$ cat config.mk
export PLATFORM = sky130hd
export DESIGN_NAME = lsu_mem_stage
export DESIGN_NICKNAME = d
export VERILOG_FILES = /design/src/rtl/lsu_mem_stage_pkg.sv /design/src/rtl/lsu_align.sv /design/src/rtl/lsu_mem_stage.sv
export SDC_FILE = /design/constraint.sdc
export NUM_CORES = 1
export LEC_CHECK = 0
export ABC_AREA = 0
export CAP_MARGIN = 10
export CORE_MARGIN = 2
export CORE_UTILIZATION = 47
export DETAILED_ROUTE_END_ITERATION = 10
export PLACE_DENSITY = 0.79
export SYNTH_ARGS = -nofsm -noshare
export SYNTH_HDL_FRONTEND = slang
export SYNTH_HIERARCHICAL = 1
export SYNTH_SLANG_ARGS = --single-unit
$ cat constraint.sdc
create_clock -name clk -period 3.2 [get_ports clk]
set_input_delay 0.96 -clock clk [delete_from_list [all_inputs] [get_ports clk]]
set_output_delay 0.96 -clock clk [all_outputs]
set_load 0.02 [all_outputs]
$ cat src/rtl/lsu_mem_stage_pkg.sv
// ============================================================================
//  Module   : lsu_mem_stage_pkg
//  Brief    : Access size codes, LSU FSM state encoding and alignment helper.
//  Revision : 1.0
// ============================================================================
`default_nettype none

package lsu_mem_stage_pkg;

  localparam logic [1:0] LSU_SIZE_B = 2'd0;
  localparam logic [1:0] LSU_SIZE_H = 2'd1;
  localparam logic [1:0] LSU_SIZE_W = 2'd2;
  localparam logic [1:0] LSU_SIZE_D = 2'd3;

  typedef enum logic [1:0] {
    ST_IDLE = 2'd0,
    ST_REQ  = 2'd1,
    ST_WAIT = 2'd2,
    ST_RESP = 2'd3
  } lsu_state_t;

  function automatic logic lsu_misaligned(input logic [1:0] size, input logic [2:0] off);
    logic r;
    case (size)
      LSU_SIZE_H: r = off[0];
      LSU_SIZE_W: r = |off[1:0];
      LSU_SIZE_D: r = |off;
      default:    r = 1'b0;
    endcase
    return r;
  endfunction

endpackage

`default_nettype wire

$ cat src/rtl/lsu_align.sv
// ============================================================================
//  Module   : lsu_align
//  Brief    : Store byte-lane shift / mask and load extract with extension.
//  Revision : 1.0
// ============================================================================
`default_nettype none

module lsu_align
  import lsu_mem_stage_pkg::*;
(
  input  logic [2:0]  i_off,
  input  logic [1:0]  i_size,
  input  logic        i_unsigned,
  input  logic [63:0] i_wdata,
  input  logic [63:0] i_rdata,
  output logic [63:0] o_lane_wdata,
  output logic [7:0]  o_lane_wmask,
  output logic [63:0] o_load_data
);

  logic [5:0]  w_shamt;
  logic [63:0] w_rsh;

  assign w_shamt      = {i_off, 3'b000};
  assign o_lane_wdata = i_wdata << w_shamt;
  assign w_rsh        = i_rdata >> w_shamt;

  always_comb begin
    o_lane_wmask = 8'h00;
    case (i_size)
      LSU_SIZE_B: o_lane_wmask = 8'h01 << i_off;
      LSU_SIZE_H: o_lane_wmask = 8'h03 << i_off;
      LSU_SIZE_W: o_lane_wmask = 8'h0F << i_off;
      default:    o_lane_wmask = 8'hFF;
    endcase
  end

  always_comb begin
    o_load_data = w_rsh;
    case (i_size)
      LSU_SIZE_B: o_load_data = {{56{~i_unsigned & w_rsh[7]}},  w_rsh[7:0]};
      LSU_SIZE_H: o_load_data = {{48{~i_unsigned & w_rsh[15]}}, w_rsh[15:0]};
      LSU_SIZE_W: o_load_data = {{32{~i_unsigned & w_rsh[31]}}, w_rsh[31:0]};
      default:    o_load_data = w_rsh;
    endcase
  end

endmodule

`default_nettype wire

$ cat src/rtl/lsu_mem_stage.sv
// ============================================================================
//  Module   : lsu_mem_stage
//  Brief    : Registered, handshaked load/store stage on a 64-bit memory bus.
//  Revision : 1.0
// ============================================================================
`default_nettype none

module lsu_mem_stage
  import lsu_mem_stage_pkg::*;
#(
  parameter int TIMEOUT_CYC = 255
) (
  input  logic        clk,
  input  logic        rst_n,
  input  logic        req_valid,
  output logic        req_ready,
  input  logic [63:0] req_addr,
  input  logic [63:0] req_wdata,
  input  logic        req_we,
  input  logic [1:0]  req_size,
  input  logic        req_unsigned,
  output logic        mem_req_valid,
  input  logic        mem_req_ready,
  output logic [63:0] mem_addr,
  output logic        mem_we,
  output logic [63:0] mem_wdata,
  output logic [7:0]  mem_wmask,
  input  logic        mem_rsp_valid,
  input  logic [63:0] mem_rsp_rdata,
  output logic        resp_valid,
  output logic [63:0] resp_rdata,
  output logic        resp_err,
  output logic        busy
);

  localparam int                 c_cnt_w   = $clog2(TIMEOUT_CYC + 1);
  localparam logic [c_cnt_w-1:0] c_timeout = c_cnt_w'(TIMEOUT_CYC);

  lsu_state_t         r_state;
  logic [c_cnt_w-1:0] r_cnt;
  logic [2:0]         r_off;
  logic [1:0]         r_size;
  logic               r_unsigned;
  logic               r_we;

  logic [2:0]  w_off;
  logic [1:0]  w_size;
  logic        w_unsigned;
  logic [63:0] w_lane_wdata;
  logic [7:0]  w_lane_wmask;
  logic [63:0] w_load_data;

  // Live request fields feed the store lanes at accept; captured fields feed load extract.
  assign w_off      = (r_state == ST_IDLE) ? req_addr[2:0] : r_off;
  assign w_size     = (r_state == ST_IDLE) ? req_size      : r_size;
  assign w_unsigned = (r_state == ST_IDLE) ? req_unsigned  : r_unsigned;

  lsu_align u_align (
    .i_off        (w_off),
    .i_size       (w_size),
    .i_unsigned   (w_unsigned),
    .i_wdata      (req_wdata),
    .i_rdata      (mem_rsp_rdata),
    .o_lane_wdata (w_lane_wdata),
    .o_lane_wmask (w_lane_wmask),
    .o_load_data  (w_load_data)
  );

  always_ff @(posedge clk or negedge rst_n) begin
    if (!rst_n) begin
      r_state       <= ST_IDLE;
      r_cnt         <= '0;
      r_off         <= 3'd0;
      r_size        <= 2'd0;
      r_unsigned    <= 1'b0;
      r_we          <= 1'b0;
      req_ready     <= 1'b1;
      busy          <= 1'b0;
      mem_req_valid <= 1'b0;
      mem_addr      <= 64'd0;
      mem_we        <= 1'b0;
      mem_wdata     <= 64'd0;
      mem_wmask     <= 8'h00;
      resp_valid    <= 1'b0;
      resp_rdata    <= 64'd0;
      resp_err      <= 1'b0;
    end else begin
      case (r_state)
        ST_IDLE: begin
          if (req_valid) begin
            r_off      <= req_addr[2:0];
            r_size     <= req_size;
            r_unsigned <= req_unsigned;
            r_we       <= req_we;
            r_cnt      <= '0;
            req_ready  <= 1'b0;
            busy       <= 1'b1;
            if (lsu_misaligned(req_size, req_addr[2:0])) begin
              r_state    <= ST_RESP;
              resp_valid <= 1'b1;
              resp_err   <= 1'b1;
              resp_rdata <= 64'd0;
            end else begin
              r_state       <= ST_REQ;
              mem_req_valid <= 1'b1;
              mem_addr      <= {req_addr[63:3], 3'b000};
              mem_we        <= req_we;
              mem_wdata     <= req_we ? w_lane_wdata : 64'd0;
              mem_wmask     <= req_we ? w_lane_wmask : 8'h00;
            end
          end
        end
        ST_REQ: begin
          if (mem_req_ready) begin
            mem_req_valid <= 1'b0;
            r_cnt         <= '0;
            r_state       <= ST_WAIT;
          end
        end
        ST_WAIT: begin
          if (mem_rsp_valid) begin
            r_state    <= ST_RESP;
            resp_valid <= 1'b1;
            resp_err   <= 1'b0;
            resp_rdata <= r_we ? 64'd0 : w_load_data;
          end else if (r_cnt == c_timeout) begin
            r_state    <= ST_RESP;
            resp_valid <= 1'b1;
            resp_err   <= 1'b1;
            resp_rdata <= 64'd0;
          end else begin
            r_cnt <= r_cnt + 1'b1;
          end
        end
        ST_RESP: begin
          r_state    <= ST_IDLE;
          resp_valid <= 1'b0;
          resp_err   <= 1'b0;
          resp_rdata <= 64'd0;
          req_ready  <= 1'b1;
          busy       <= 1'b0;
        end
        default: r_state <= ST_IDLE;
      endcase
    end
  end

endmodule

`default_nettype wire

==> results of run 1 <==
-- worst paths after layout --
check                                 endpoint  slack [ps]  depth (start not counted)
worst max register to register  resp_rdata[44]         330                          9
max in group asynchronous            req_ready        2070                          2
worst min register to register          mem_we         480                          1
worst min-delay path              mem_addr[23]         360                          1
worst max-delay path            resp_rdata[44]         300                          7
min in group clk                        mem_we         480                          1
-- layout by cell type (no fill, tap or decap), types with 4 or more instances in the layout --
cell | synthesis | final
and2_1 | 8 | 8
nor2_1 | 66 | 66
o211ai_1 | 14 | 14
a31oi_1 | 7 | 7
nand3_1 | 5 | 4
a21oi_1 | 40 | 40
o21bai_1 | 4 | 4
mux4_2 | 50 | 50
clkinv_2 | 0 | 5
a2bb2oi_1 | 7 | 7
nand2b_1 | 4 | 4
clkdlybuf4s50_1 | 0 | 402
buf_12 | 2 | 24
clkbuf_16 | 0 | 25
dfrtp_1 | 219 | 219
o22ai_1 | 11 | 11
buf_4 | 15 | 65
clkbuf_1 | 26 | 5
o21ai_1 | 32 | 32
nor2b_1 | 4 | 4
o21ai_0 | 7 | 7
mux2_2 | 86 | 84
ha_1 | 12 | 12
nand2_1 | 92 | 92
o2111ai_1 | 8 | 8
bufinv_16 | 0 | 4
o211ai_2 | 6 | 4
inv_1 | 15 | 14
a22o_1 | 135 | 135
o2bb2ai_1 | 7 | 7
mux2i_1 | 78 | 78
nand4_1 | 27 | 27
-- routing by layer --
metal	up-vias	track usage, %	share of wire [%]
met3	113	5.99	9.0
li1	4987	-	-
met2	660	46.7	46
met4	0	12.1	4.6
met1	5550	39.8	40
met5	-	0	0
-- sequential cells by signal (all words and copies together), names as in the netlist, 2 cells and up --
name        count
mem_wdata      64
resp_rdata     64
mem_addr       61
mem_wmask       8
r_cnt           8
r_off           3
r_size          2
r_state         2
-- area by class of cell --
type | instances | area (µm²) | area share (%)
clock buffers | 32 | 672 | 3.66
well taps | 341 | 427 | 2.33
clock inverters | 12 | 168 | 0.914
diodes | 3 | 7.51 | 0.0409
repair buffers | 492 | 5010 | 27.3
flip-flops and latches | 220 | 5510 | 30.0
inverters | 15 | 56.3 | 0.307
multi-input cells | 758 | 6500 | 35.4
-- cell families after synthesis --
kind of cell / count (synthesis)
DFF: 220
other: 1
buffers and inverters: 124
muxes: 217
adders and majority gates: 12
and+or+nand+nor: 228
AOI/OAI and AO/OA: 298
-- through the flow --
step	cells	utilization (%)	TNS, ps
after floorplan	1102	-	0
after global placement	1826	65.3	-1740
after detailed placement	1826	65.3	-2630
after CTS	1870	68.4	0
after global routing	1872	68.4	0
final	1873	68.5	0
-- worst max-delay path: stages --
cell and delay, ps:
clkdlybuf4s50_1 500, mux2_2 220, ha_1 210, nor2b_1 1030
nand2_1 150, nand4_1 150, a22o_1 130
-- where the power goes --
part	switching [mW]	internal, mW
clock network	1.16	1.80
logic	6.61	6.04
registers	0.667	3.82
==> qor.csv, run 1 <==
metric;value;unit
post-place-ws;-122;ps
grt.total_usage;29.4;%
clkTransAtPathRegs;60;ps
startpoint;req_size[0];
netlist_instances;1100;
wl;43300;µm
worstSetupPathType;in2reg;
worst_slack;297;ps
ys_types;68;
hold_path_class;in2async;
worstPathArrival;3360;ps
htreeDepth;1;
grt_max_degree;66;
synth-simple-area-share;8.27;%
ir_drop;0.000487;V
design_area;18300;µm²
synth_top_family_by_area;multiplexers;
grt_overflow;0;
rsz0062_at_grt;no;
holdBufCountCts;0;
clockBufferDepth;3;
synthXorXnorAreaFrac;0;%
final_hold_viol_count;0;
crit_required;3660;ps
portBuffers;403;
muxShareOfSynthArea;23.0;%
yosys.area_share.adder;1.18;%
area_growth_syn_to_layout;44.1;%
route.detailed.drc;0;
end_kind;register;
grt_pass1_wl;65800;µm
cp_max_fo;16;
initial_core_util;47.5;%
clock_latency;520;ps
antenna_found_initial;3;
tritoncts;yes;
worst_slew_pin_slew;1310;ps
core_area;26800;µm²
max_slew_margin;12.6;%
drt-initial-drc-count;962;
rows;60;
ant_nets;0;
ys_warn_count;6;
leakage;7.99;nW
nFillCells;1958;
yosys.area.top_type;dfrtp_1;
wire_per_inst;23.1;µm
crit_path_start_kind;input pin;
via_per_inst;6.04;
drv_cap;0;
clkSinkCount;220;
run_status;finished, final reports clean;
finalHoldWorstSlack;357;ps
die_x;169;µm
drive_gt1_share;19.2;%
post_cts_buffers;0;
ys_seq_area_share;43.2;%
synth_edf_count;0;
synth_ff_type;dfrtp_1;
rr_startpoint;r_state[0];
vias;11300;
syn_area;12700;µm²
cellPowerDensity;1100;nW/µm²
cts_made_buffers;25;
ys_top_cells_by_area;dfrtp_1 43%, a22o_1 9.3%, mux4_2 8.8%;
synthArstFlopShare;100;%
period_share;90.7;%
cts_root_buffer;clkbuf_16;
drtPass1Iterations;5;
slew_violations;0;
nets;1725;
yosys.cell_count.top_type;dfrtp_1;
yosysTopAreaCellShare;43.0;%
synth_area_per_cell;11.6;µm²
power.total;20.1;mW
period_needed;2900;ps
cts-resized-gates;0;
gp_congestion;0.919;
boundaryPins;407;
dp_hpwl;32300;µm
skew;8.74;ps
fmax;0.344;GHz
synth_compound_area_share;18.2;%
post_dp_cell_area;17500;µm²
dieArea;28400;µm²
ys_seq_elements;220;
ys_top_cells_by_count;219 x dfrtp_1, 135 x a22o_1, 92 x nand2_1, 86 x mux2_2, 78 x mux2i_1;
grt_pass1_vias;11300;
die_y;169;µm
setup_viol;0;
Power figures use the tool's default switching activity.
==> inputs of run 2 (changes only) <==
- PLACE_DENSITY: 0.79 -> unset
- PLACE_DENSITY_LB_ADDON: unset -> 0.3
==> qor.csv, run 2 (synthesized netlist as in run 1, its figures left out) <==
metric;value;unit
run_status;finished, final reports clean;
antenna_found_initial;2;
htreeDepth;1;
holdBufCountCts;0;
ir_drop;0.000469;V
post-place-ws;-171;ps
startpoint;r_state[0];
nFillCells;1913;
p_comb_share;62.8;%
hold_path_class;in2async;
r2r_slack;130;ps
drt-initial-drc-count;1138;
nets;1739;
clkSinkCount;220;
post_dp_cell_area;17600;µm²
p_int;11.9;mW
route.detailed.drc;0;
max_slew_margin;14.2;%
crit_path_max_incr_delay;1000;ps
p_sw_share;41.9;%
drv_cap;0;
clockBufferDepth;3;
clock_latency;540;ps
via_per_inst;6.03;
rsz0062_at_grt;no;
portBuffers;403;
leakage;8.08;nW
worstSetupPathType;reg2reg;
boundaryPins;407;
wl;43500;µm
dieArea;28400;µm²
initial_core_util;47.5;%
gp_congestion;0.939;
critical_path.cell_chain;inv_1 > ha_1 > buf_4 > mux2_2 > nor2b_1 > nand2_1 > nand4_1 > a22o_1;
final_hold_viol_count;0;
tritoncts;yes;
slowest_stage;nor2b_1;
worstPathArrival;3530;ps
worst_slew_pin_slew;1280;ps
cellPowerDensity;1100;nW/µm²
cts_root_buffer;clkbuf_16;
grt_pass1_wl;66200;µm
design_area;18500;µm²
fin_setup_tns;0;ps
rr_endpoint;resp_rdata[32];
layout_common_cells;402 x clkdlybuf4s50_1, 219 x dfrtp_1, 135 x a22o_1, 92 x nand2_1, 84 x mux2_2;
crit_required;3670;ps
seqPwrFrac;21.9;%
ant_nets;0;
cts-resized-gates;0;
period_share;95.8;%
final_common_cell;clkdlybuf4s50_1;
crit_path_start_kind;register;
grt_overflow;0;
post_cts_buffers;0;
die_x;169;µm
crit_end;resp_rdata[32];
grt.total_usage;29.7;%
p_switching;8.54;mW
area_growth_syn_to_layout;45.4;%
drive_gt1_share;20.1;%
end_kind;register;
rows;60;
slew_violations;0;
skew;10.2;ps
dp_hpwl;32200;µm
top_regs;mem_wdata (64), resp_rdata (64), mem_addr (61);
finalHoldWorstSlack;345;ps
rr_startpoint;r_state[0];
clockPowerShare;15.3;%
drtPass1Iterations;7;
worst_slack;135;ps
worst-r2r-cell-count;8;
period_needed;3070;ps
core_area;26800;µm²
vias;11400;
clkTransAtPathRegs;60;ps
cts_made_buffers;25;
setup_viol;0;
grt_max_degree;74;
cp_max_fo;16;
grt_pass1_vias;11200;
wire_per_inst;23.1;µm
die_y;169;µm
fmax;0.326;GHz
-- run 2: cell types whose count changed in the layout (fill, tap and decap cells not counted) --
| cell | before | now |
|---|---|---|
| buf_4 | 65 | 79 |
| clkinvlp_4 | 3 | 2 |
| clkbuf_8 | 2 | 6 |
| clkinv_4 | 0 | 1 |
| clkinv_2 | 5 | 3 |
| clkbuf_1 | 5 | 4 |
| inv_16 | 0 | 1 |
| diode_2 | 3 | 2 |
-- run 2: final cells by class --
type	count	area (µm²)	share of cell area, %
diodes	2	5.00	0.0270
clock buffers	35	723	3.91
clock inverters	11	179	0.967
inverters	15	56.3	0.304
multi-input cells	758	6500	35.1
flip-flops and latches	220	5510	29.7
well taps	341	427	2.30
repair buffers	506	5110	27.6
-- run 2: power by group through the flow --
stage                     registers (mW)  logic [mW]  clock network, mW
after global routing                4.59        13.6               3.26
after floorplan                     5.55        6.68                  0
after detailed placement            4.49        12.6                  0
after global placement              4.45        12.4                  0
final                               4.47        12.8               3.11
after CTS                           4.47        12.7               3.16
-- run 2: through the flow --
stage	cells	util [%]	power, mW
after floorplan	1102	-	12.2
after global placement	1840	65.7	16.9
after detailed placement	1840	65.7	17.1
after CTS	1886	69.0	20.3
after global routing	1888	69.1	21.4
final	1888	69.1	20.4
-- run 2: how the worst min path moves through the flow --
stage                          end  cells past startpoint
floorplan                 r_cnt[7]                      1
global placement         req_ready                      2
detailed placement       req_ready                      2
CTS                 resp_rdata[59]                      1
global route        resp_rdata[62]                      1
finish              resp_rdata[62]                      1
-- run 2: metal layers --
| metal | vias to the layer above | part of all wire [%] | GRT usage [%] |
|---|---|---|---|
| met1 | 5631 | 41 | 40.4 |
| li1 | 5016 | - | - |
| met5 | - | 0 | 0 |
| met4 | 0 | 4.5 | 11.9 |
| met3 | 110 | 8.9 | 5.47 |
| met2 | 636 | 46 | 47.4 |
-- run 2: critical path, delay by kind of cell, from the launching register on --
family / cells / cell delay (ps)
AO/OA/AOI/OAI: 1 / 140
adder cells (fa/ha/maj): 1 / 310
buffers and inverters: 2 / 340
flip-flops: 1 / 430
multiplexers: 1 / 440
AND/OR/NAND/NOR: 3 / 1320
